===== src/rtl/interrupt_pkg.sv =====
// interrupt_pkg: shared definitions for the interrupt-instruction interface.
//   JUMP_INSTR / FRAME_INSTR : the only recognised event words (also used by
//                              the instruction builders on the controller side)
//   state_t                  : dispatcher FSM states
//   ev_kind_t                : classification of an incoming event word
//   classify()               : maps a 32-bit word to its event kind
package interrupt_pkg;

  localparam logic [31:0] JUMP_INSTR  = 32'h0040_006F;
  localparam logic [31:0] FRAME_INSTR = 32'h0080_006F;

  typedef enum logic [1:0] {
    IDLE    = 2'd0,
    OFFER   = 2'd1,
    SERVICE = 2'd2
  } state_t;

  typedef enum logic [1:0] {
    EV_NONE  = 2'd0,
    EV_JUMP  = 2'd1,
    EV_FRAME = 2'd2,
    EV_BAD   = 2'd3
  } ev_kind_t;

  function automatic ev_kind_t classify(input logic [31:0] word);
    ev_kind_t kind;
    case (word)
      32'h0000_0000: kind = EV_NONE;
      JUMP_INSTR:    kind = EV_JUMP;
      FRAME_INSTR:   kind = EV_FRAME;
      default:       kind = EV_BAD;
    endcase
    return kind;
  endfunction

endpackage


===== src/rtl/interrupt_dispatcher_irq_fifo.sv =====
// irq_fifo: synchronous FIFO holding queued interrupt words plus a frame tag.
//   clk, reset  : clock, asynchronous active-low reset (empties the FIFO)
//   push/data   : write one entry (caller guarantees room or a same-cycle pop)
//   pop         : retire the head entry (caller guarantees non-empty)
//   head        : current head entry (first-word-fall-through)
//   full, empty : occupancy flags
//   count       : number of stored entries, 0..DEPTH
module irq_fifo #(
  parameter int DEPTH = 4,
  parameter int WIDTH = 33
) (
  input  logic                     clk,
  input  logic                     reset,
  input  logic                     push,
  input  logic [WIDTH-1:0]         push_data,
  input  logic                     pop,
  output logic [WIDTH-1:0]         head,
  output logic                     full,
  output logic                     empty,
  output logic [$clog2(DEPTH):0]   count
);

  localparam int AW = $clog2(DEPTH);
  localparam logic [AW:0] FULL_CNT = (AW+1)'(DEPTH);

  logic [WIDTH-1:0] mem [DEPTH];
  logic [AW-1:0]    wr_ptr;
  logic [AW-1:0]    rd_ptr;

  // Storage array; contents need no reset because the pointers define validity.
  always_ff @(posedge clk) begin
    if (push) begin
      mem[wr_ptr] <= push_data;
    end
  end

  // Pointers and occupancy; a simultaneous push and pop leaves count unchanged.
  always_ff @(posedge clk or negedge reset) begin
    if (!reset) begin
      wr_ptr <= {AW{1'b0}};
      rd_ptr <= {AW{1'b0}};
      count  <= {(AW+1){1'b0}};
    end else begin
      if (push) wr_ptr <= wr_ptr + AW'(1);
      if (pop)  rd_ptr <= rd_ptr + AW'(1);
      case ({push, pop})
        2'b10:   count <= count + (AW+1)'(1);
        2'b01:   count <= count - (AW+1)'(1);
        default: count <= count;
      endcase
    end
  end

  assign head  = mem[rd_ptr];
  assign full  = (count == FULL_CNT);
  assign empty = (count == {(AW+1){1'b0}});

endmodule


===== src/rtl/interrupt_dispatcher.sv =====
// interrupt_dispatcher: receives one-cycle interrupt words, classifies and
// queues them, and offers them one at a time to the fetch stage.
//   proc_clk, reset        : clock, asynchronous active-low reset
//   interrupt_instruction  : event word, 0 = no event
//   fetch_ready            : fetch stage takes the offered word
//   isr_done               : service-routine return pulse
//   clear_flags            : clears overflow, bad_instr, dropped_frames
//   inject_valid/_instruction : offered word (held stable until accepted)
//   in_service             : accepted interrupt awaiting isr_done
//   pending                : FIFO occupancy
//   dropped_frames         : saturating count of coalesced/dropped frames
//   overflow, bad_instr    : sticky error flags
module interrupt_dispatcher
  import interrupt_pkg::*;
#(
  parameter int DEPTH = 4,
  parameter int CNT_W = 8
) (
  input  logic                     proc_clk,
  input  logic                     reset,
  input  logic [31:0]              interrupt_instruction,
  input  logic                     fetch_ready,
  input  logic                     isr_done,
  input  logic                     clear_flags,
  output logic                     inject_valid,
  output logic [31:0]              inject_instruction,
  output logic                     in_service,
  output logic [$clog2(DEPTH):0]   pending,
  output logic [CNT_W-1:0]         dropped_frames,
  output logic                     overflow,
  output logic                     bad_instr
);

  localparam int PW = $clog2(DEPTH) + 1;

  state_t      state;
  state_t      next_state;
  ev_kind_t    ev;
  logic        pop;
  logic        push;
  logic        full;
  logic        empty;
  logic [32:0] head;
  logic [32:0] push_data;
  logic        room;
  logic        jump_push;
  logic        frame_push;
  logic        frame_drop;
  logic        overflow_set;
  logic [PW-1:0] frame_count;

  irq_fifo #(.DEPTH(DEPTH), .WIDTH(33)) u_fifo (
    .clk       (proc_clk),
    .reset     (reset),
    .push      (push),
    .push_data (push_data),
    .pop       (pop),
    .head      (head),
    .full      (full),
    .empty     (empty),
    .count     (pending)
  );

  // Classification and coalescing; a full FIFO still accepts when a pop frees a slot.
  always_comb begin
    ev           = classify(interrupt_instruction);
    room         = !full || pop;
    jump_push    = (ev == EV_JUMP) && room;
    overflow_set = (ev == EV_JUMP) && !room;
    frame_push   = (ev == EV_FRAME) && room && (frame_count == {PW{1'b0}});
    frame_drop   = (ev == EV_FRAME) && !frame_push;
    push         = jump_push || frame_push;
    push_data    = {frame_push, interrupt_instruction};
  end

  // FSM next-state and pop decision.
  always_comb begin
    next_state = state;
    pop        = 1'b0;
    case (state)
      IDLE: begin
        if (!empty) begin
          pop        = 1'b1;
          next_state = OFFER;
        end else begin
          next_state = IDLE;
        end
      end
      OFFER: begin
        if (fetch_ready) next_state = SERVICE;
        else             next_state = OFFER;
      end
      SERVICE: begin
        if (isr_done) next_state = IDLE;
        else          next_state = SERVICE;
      end
      default: next_state = IDLE;
    endcase
  end

  // State register plus registered handshake outputs decoded from next state.
  always_ff @(posedge proc_clk or negedge reset) begin
    if (!reset) begin
      state              <= IDLE;
      inject_valid       <= 1'b0;
      in_service         <= 1'b0;
      inject_instruction <= 32'h0000_0000;
    end else begin
      state        <= next_state;
      inject_valid <= (next_state == OFFER);
      in_service   <= (next_state == SERVICE);
      if (pop) inject_instruction <= head[31:0];
    end
  end

  // Number of frame entries queued; the head tag marks a frame pop.
  always_ff @(posedge proc_clk or negedge reset) begin
    if (!reset) begin
      frame_count <= {PW{1'b0}};
    end else begin
      case ({frame_push, pop && head[32]})
        2'b10:   frame_count <= frame_count + PW'(1);
        2'b01:   frame_count <= frame_count - PW'(1);
        default: frame_count <= frame_count;
      endcase
    end
  end

  // Sticky flags and dropped-frame counter; a same-cycle event beats clear_flags.
  always_ff @(posedge proc_clk or negedge reset) begin
    if (!reset) begin
      overflow       <= 1'b0;
      bad_instr      <= 1'b0;
      dropped_frames <= {CNT_W{1'b0}};
    end else begin
      if (overflow_set)     overflow <= 1'b1;
      else if (clear_flags) overflow <= 1'b0;

      if (ev == EV_BAD)     bad_instr <= 1'b1;
      else if (clear_flags) bad_instr <= 1'b0;

      if (frame_drop) begin
        if (dropped_frames != {CNT_W{1'b1}}) dropped_frames <= dropped_frames + CNT_W'(1);
      end else if (clear_flags) begin
        dropped_frames <= {CNT_W{1'b0}};
      end
    end
  end

endmodule


===== config.mk =====
export PLATFORM = sky130hd
export DESIGN_NAME = interrupt_dispatcher
export DESIGN_NICKNAME = d
export VERILOG_FILES = /design/src/rtl/interrupt_pkg.sv /design/src/rtl/interrupt_dispatcher_irq_fifo.sv /design/src/rtl/interrupt_dispatcher.sv
export SDC_FILE = /design/constraint.sdc
export NUM_CORES = 1
export LEC_CHECK = 0
export ABC_CLOCK_PERIOD_IN_PS = 2600
export CAP_MARGIN = 10
export CORE_MARGIN = 1
export CORE_UTILIZATION = 50
export DETAILED_ROUTE_END_ITERATION = 12
export PLACE_DENSITY = 0.85
export SLEW_MARGIN = 20
export SYNTH_ARGS = -nofsm -noshare
export SYNTH_HDL_FRONTEND = slang
export SYNTH_SLANG_ARGS = --single-unit

===== constraint.sdc =====
create_clock -name proc_clk -period 2.6 [get_ports proc_clk]
set_input_delay 0.52 -clock proc_clk [delete_from_list [all_inputs] [get_ports proc_clk]]
set_output_delay 0.52 -clock proc_clk [all_outputs]
set_load 0.02 [all_outputs]

==> flow_summary_export.csv, run 1 <==
group,metric,value,unit
run_status,status,"completed",
critical_path,cp-end-kind,"flip-flop",
clock_network,cts_tree,"yes",
die,pin_count,84,
clock_network,cts_buffer_depth,2,
route,wl,14600,um
final_layout,nets,563,
power_and_ir_drop,peakVddDrop,0.688,mV
power_and_ir_drop,p_leak,3.57,nW
synthesis,synth-seq-cells,188,
synthesis,ys_types,53,
sta,finalHoldWorstSlack,175,ps
synthesis,ys_async_sr_fraction,0.298,
critical_path,reg2reg_setup_slack,290,ps
route,wl_met1,6130,um
place,port_buffers,83,
critical_path,cp_max_fo,2,
sta,tns,0,ps
flow_run,max_cap_violations,0,
sta,max_slew_margin,0.477,
clock_network,clkSinkCount,188,
sta,setup_ws,136,ps
final_layout,layout_commonest_cell,"edfxtp_1",
route,drt_iter0_markers,285,
final_layout,regArea,5370,um^2
route,first_pass_iters,5,
die,die-area,15500,um^2
route,routed.top_layer,"met4",
clock_network,cts.htree.levels,4,
route,avgRoutedWirePerCell,20.4,um
critical_path,r2r-end,"frame_count[2]$_DFFE_PN0P_",
synthesis,synth-main-ff-cell,"edfxtp_1",
critical_path,crit_required,2900,ps
route,via_count,4025,
sta,setup_viol,0,
sta,worst_pin_slew,784,ps
clock_network,clk_pin_slew,70,ps
route,dr_wl_met2,7510,um
synthesis,synth.area.mux_share,0.155,
synthesis,synth_xor_area_frac,0.0105,
die,core,14600,um^2
route,dr_wl_met3,709,um
sta,rsz0062_at_grt,"no",
final_layout,nFillCells,935,
place,hpwlAfterDp,9640,um
synthesis,yosys_warnings,0,
sta,period_share,0.948,
final_layout,syn_to_final_growth,26.6,%
critical_path,r2r-start,"u_fifo.count[0]$_DFFE_PN0P_",
sta,max_freq,406,MHz
global_routing,grt_use_total,0.203,
sta,fin_crit,2460,ps
clock_network,clockRootBuffer,"clkbuf_16",
place,dp_cells,682,
power_and_ir_drop,total_power,9.22,mW
final_layout,finalNonFillerCells,715,
synthesis,syn-num-nets,429,
route,final_antenna_net_count,0,
route,route.detailed.drc,0,
global_routing,grt_start_max_net_pins,35,
synthesis,synth_top_family_by_area,"multiplexers",
worst_hold_path,hold_path_class,"in2async",
synthesis,syn_area,7490,um^2
die,fp.dieH,124,um
global_routing,first_global_vias,4252,
final_layout,layout_common_cells,"132 x edfxtp_1, 58 x clkdlybuf4s50_1, 55 x dfrtp_1, 39 x buf_4, 33 x mux4_2",
synthesis,ys_seq_area_frac,0.716,
die,die_w,124,um
place,routabilityCongestion,0.809,
final_layout,drive_gt1_frac,0.313,
synthesis,avgSynthCellArea,19.6,um^2
synthesis,synthSimpleGateAreaFrac,0.0643,
place,dpl_worst_slack,-512,ps
sta,hold_viol_final,0,
power_and_ir_drop,powerDensity,972,nW/um^2
sta,slew_viol_final,0,
critical_path,reg2reg_depth,10,
sta,fin_skew,10.1,ps
die,rows,44,
final_layout,multi_input_area,2050,um^2
critical_path,start_kind,"input port",
synthesis,synth_edf_count,132,
route,vias_per_cell,5.63,
global_routing,gr-total-overflow,0,
synthesis,synthCells,383,
clock_network,cts_buffers,17,
clock_network,insertion_delay,420,ps
critical_path,crit_type,"in2reg",
global_routing,grt_pass1_wl,23400,um
global_routing,antenna_found_initial,2,
critical_path,arrival,2760,ps
die,initial_core_util,0.514,
synthesis,post_synth_fa_ha_maj_area_fraction,0.0170,
synthesis,synth_compound_area_frac,0.0222,
-- routing by layer --
metal  track usage  vias up
met3        0.0537       30
met1         0.259     2086
met2         0.337      126
met5             0        -
li1              -     1783
met4        0.0695        0
-- timing repair --
action                     in CTS  in global routing
setup endpoints to repair       4                  4
hold buffers                    0                  0
setup buffers                   0                  0
gates resized for setup         5                 24
pin swaps                       3                 10
-- cell type report --
cell class,count,share of cell area
clock buffers,19,0.0456
diodes,1,0.000264
clock inverters,13,0.0108
flip-flops and latches,188,0.566
well taps,184,0.0243
multi-input cells,170,0.216
repair buffers,127,0.133
inverters,13,0.00514
-- critical path, cell delays in order --
cell             delay (ps)
clkdlybuf4s50_1         490
nor4b_4                 310
nand4_2                 150
or2_4                   270
a21oi_4                 160
inv_2                    50
ha_1                    200
inv_1                    70
fa_1                    190
xor2_1                  140
nor2_1                   70
xor2_1                  140
-- kinds of logic after synthesis --
logic type,count (synthesis)
DFF,188
buffers and inverters,25
AOI/OAI and AO/OA,21
xor gates and xnor gates,9
and+or+nand+nor,61
muxes,70
adders and majority gates,9
-- per-stage QoR --
stage,utilization,instance area [um^2]
after floorplan,-,7500
after global placement,0.610,8890
after detailed placement,0.610,8890
after CTS,0.646,9420
after global routing,0.650,9490
final,0.650,9490
-- state kept, by name (all words and copies together) (netlist names) --
register / count
inject_instruction: 32
bad_instr: 1
dropped_frames: 8
u_fifo.count: 3
frame_count: 3
u_fifo.rd_ptr: 2
inject_valid: 1
u_fifo.mem: 132
in_service: 1
state: 2
overflow: 1
u_fifo.wr_ptr: 2
-- how the worst max path moves through the flow --
stage | startpoint | to | slack, ps | cells past startpoint
2_1_floorplan | interrupt_instruction[10] | frame_count[2]$_DFFE_PN0P_ | 160 | 10
3_3_place_gp | interrupt_instruction[9] | frame_count[2]$_DFFE_PN0P_ | -430 | 11
3_5_place_dp | interrupt_instruction[8] | frame_count[2]$_DFFE_PN0P_ | -510 | 11
4_1_cts | interrupt_instruction[28] | frame_count[2]$_DFFE_PN0P_ | 5 | 11
5_1_grt | interrupt_instruction[22] | u_fifo.count[2]$_DFFE_PN0P_ | 4 | 12
6_report | interrupt_instruction[22] | u_fifo.count[2]$_DFFE_PN0P_ | 140 | 12
-- cells in the mapped netlist, types with 2 or more instances --
library cell	instances	area [um^2]
o21ai_0	3	15.0
xor2_1	5	43.8
mux2_4	2	30.0
nand2b_1	2	12.5
or2_1	4	25.0
mux2_2	32	360
inv_2	2	7.51
mux2i_1	2	20.0
a211oi_1	3	22.5
xnor2_1	4	35.0
buf_4	3	22.5
clkbuf_1	4	15.0
nor4_1	2	12.5
ha_1	7	87.6
nor3_2	2	20.0
edfxtp_1	132	3960
nor3_1	4	20.0
mux4_2	33	743
a41oi_1	2	17.5
nor2_1	10	37.5
fa_1	2	40.0
nor4_4	6	128
nand2_1	7	26.3
o22ai_1	2	12.5
buf_2	4	20.0
nand4_1	3	18.8
inv_1	11	41.3
a21oi_1	3	15.0
nand3_1	3	15.0
and2_1	6	37.5
dfrtp_1	56	1400
-- power breakdown --
| part | internal [mW] | switching [mW] | total, mW |
|---|---|---|---|
| Combinational | 1.62 | 1.40 | 3.03 |
| Sequential | 3.59 | 0.243 | 3.83 |
| Clock | 1.31 | 1.06 | 2.37 |
| Total | 6.52 | 2.71 | 9.22 |
(Power assumes the default switching activity.)
==> inputs of run 2 (changes only) <==
Settings changed: HOLD_SLACK_MARGIN set to 0.02.
==> results of run 2 <==
The final DEF is identical to that of run 1; final timing and power are the same.
==> inputs of run 3 (changes only) <==
Settings changed: GPL_ROUTABILITY_DRIVEN set to 0.
==> results of run 3 <==
The final DEF is identical to that of run 1; final timing and power are the same.
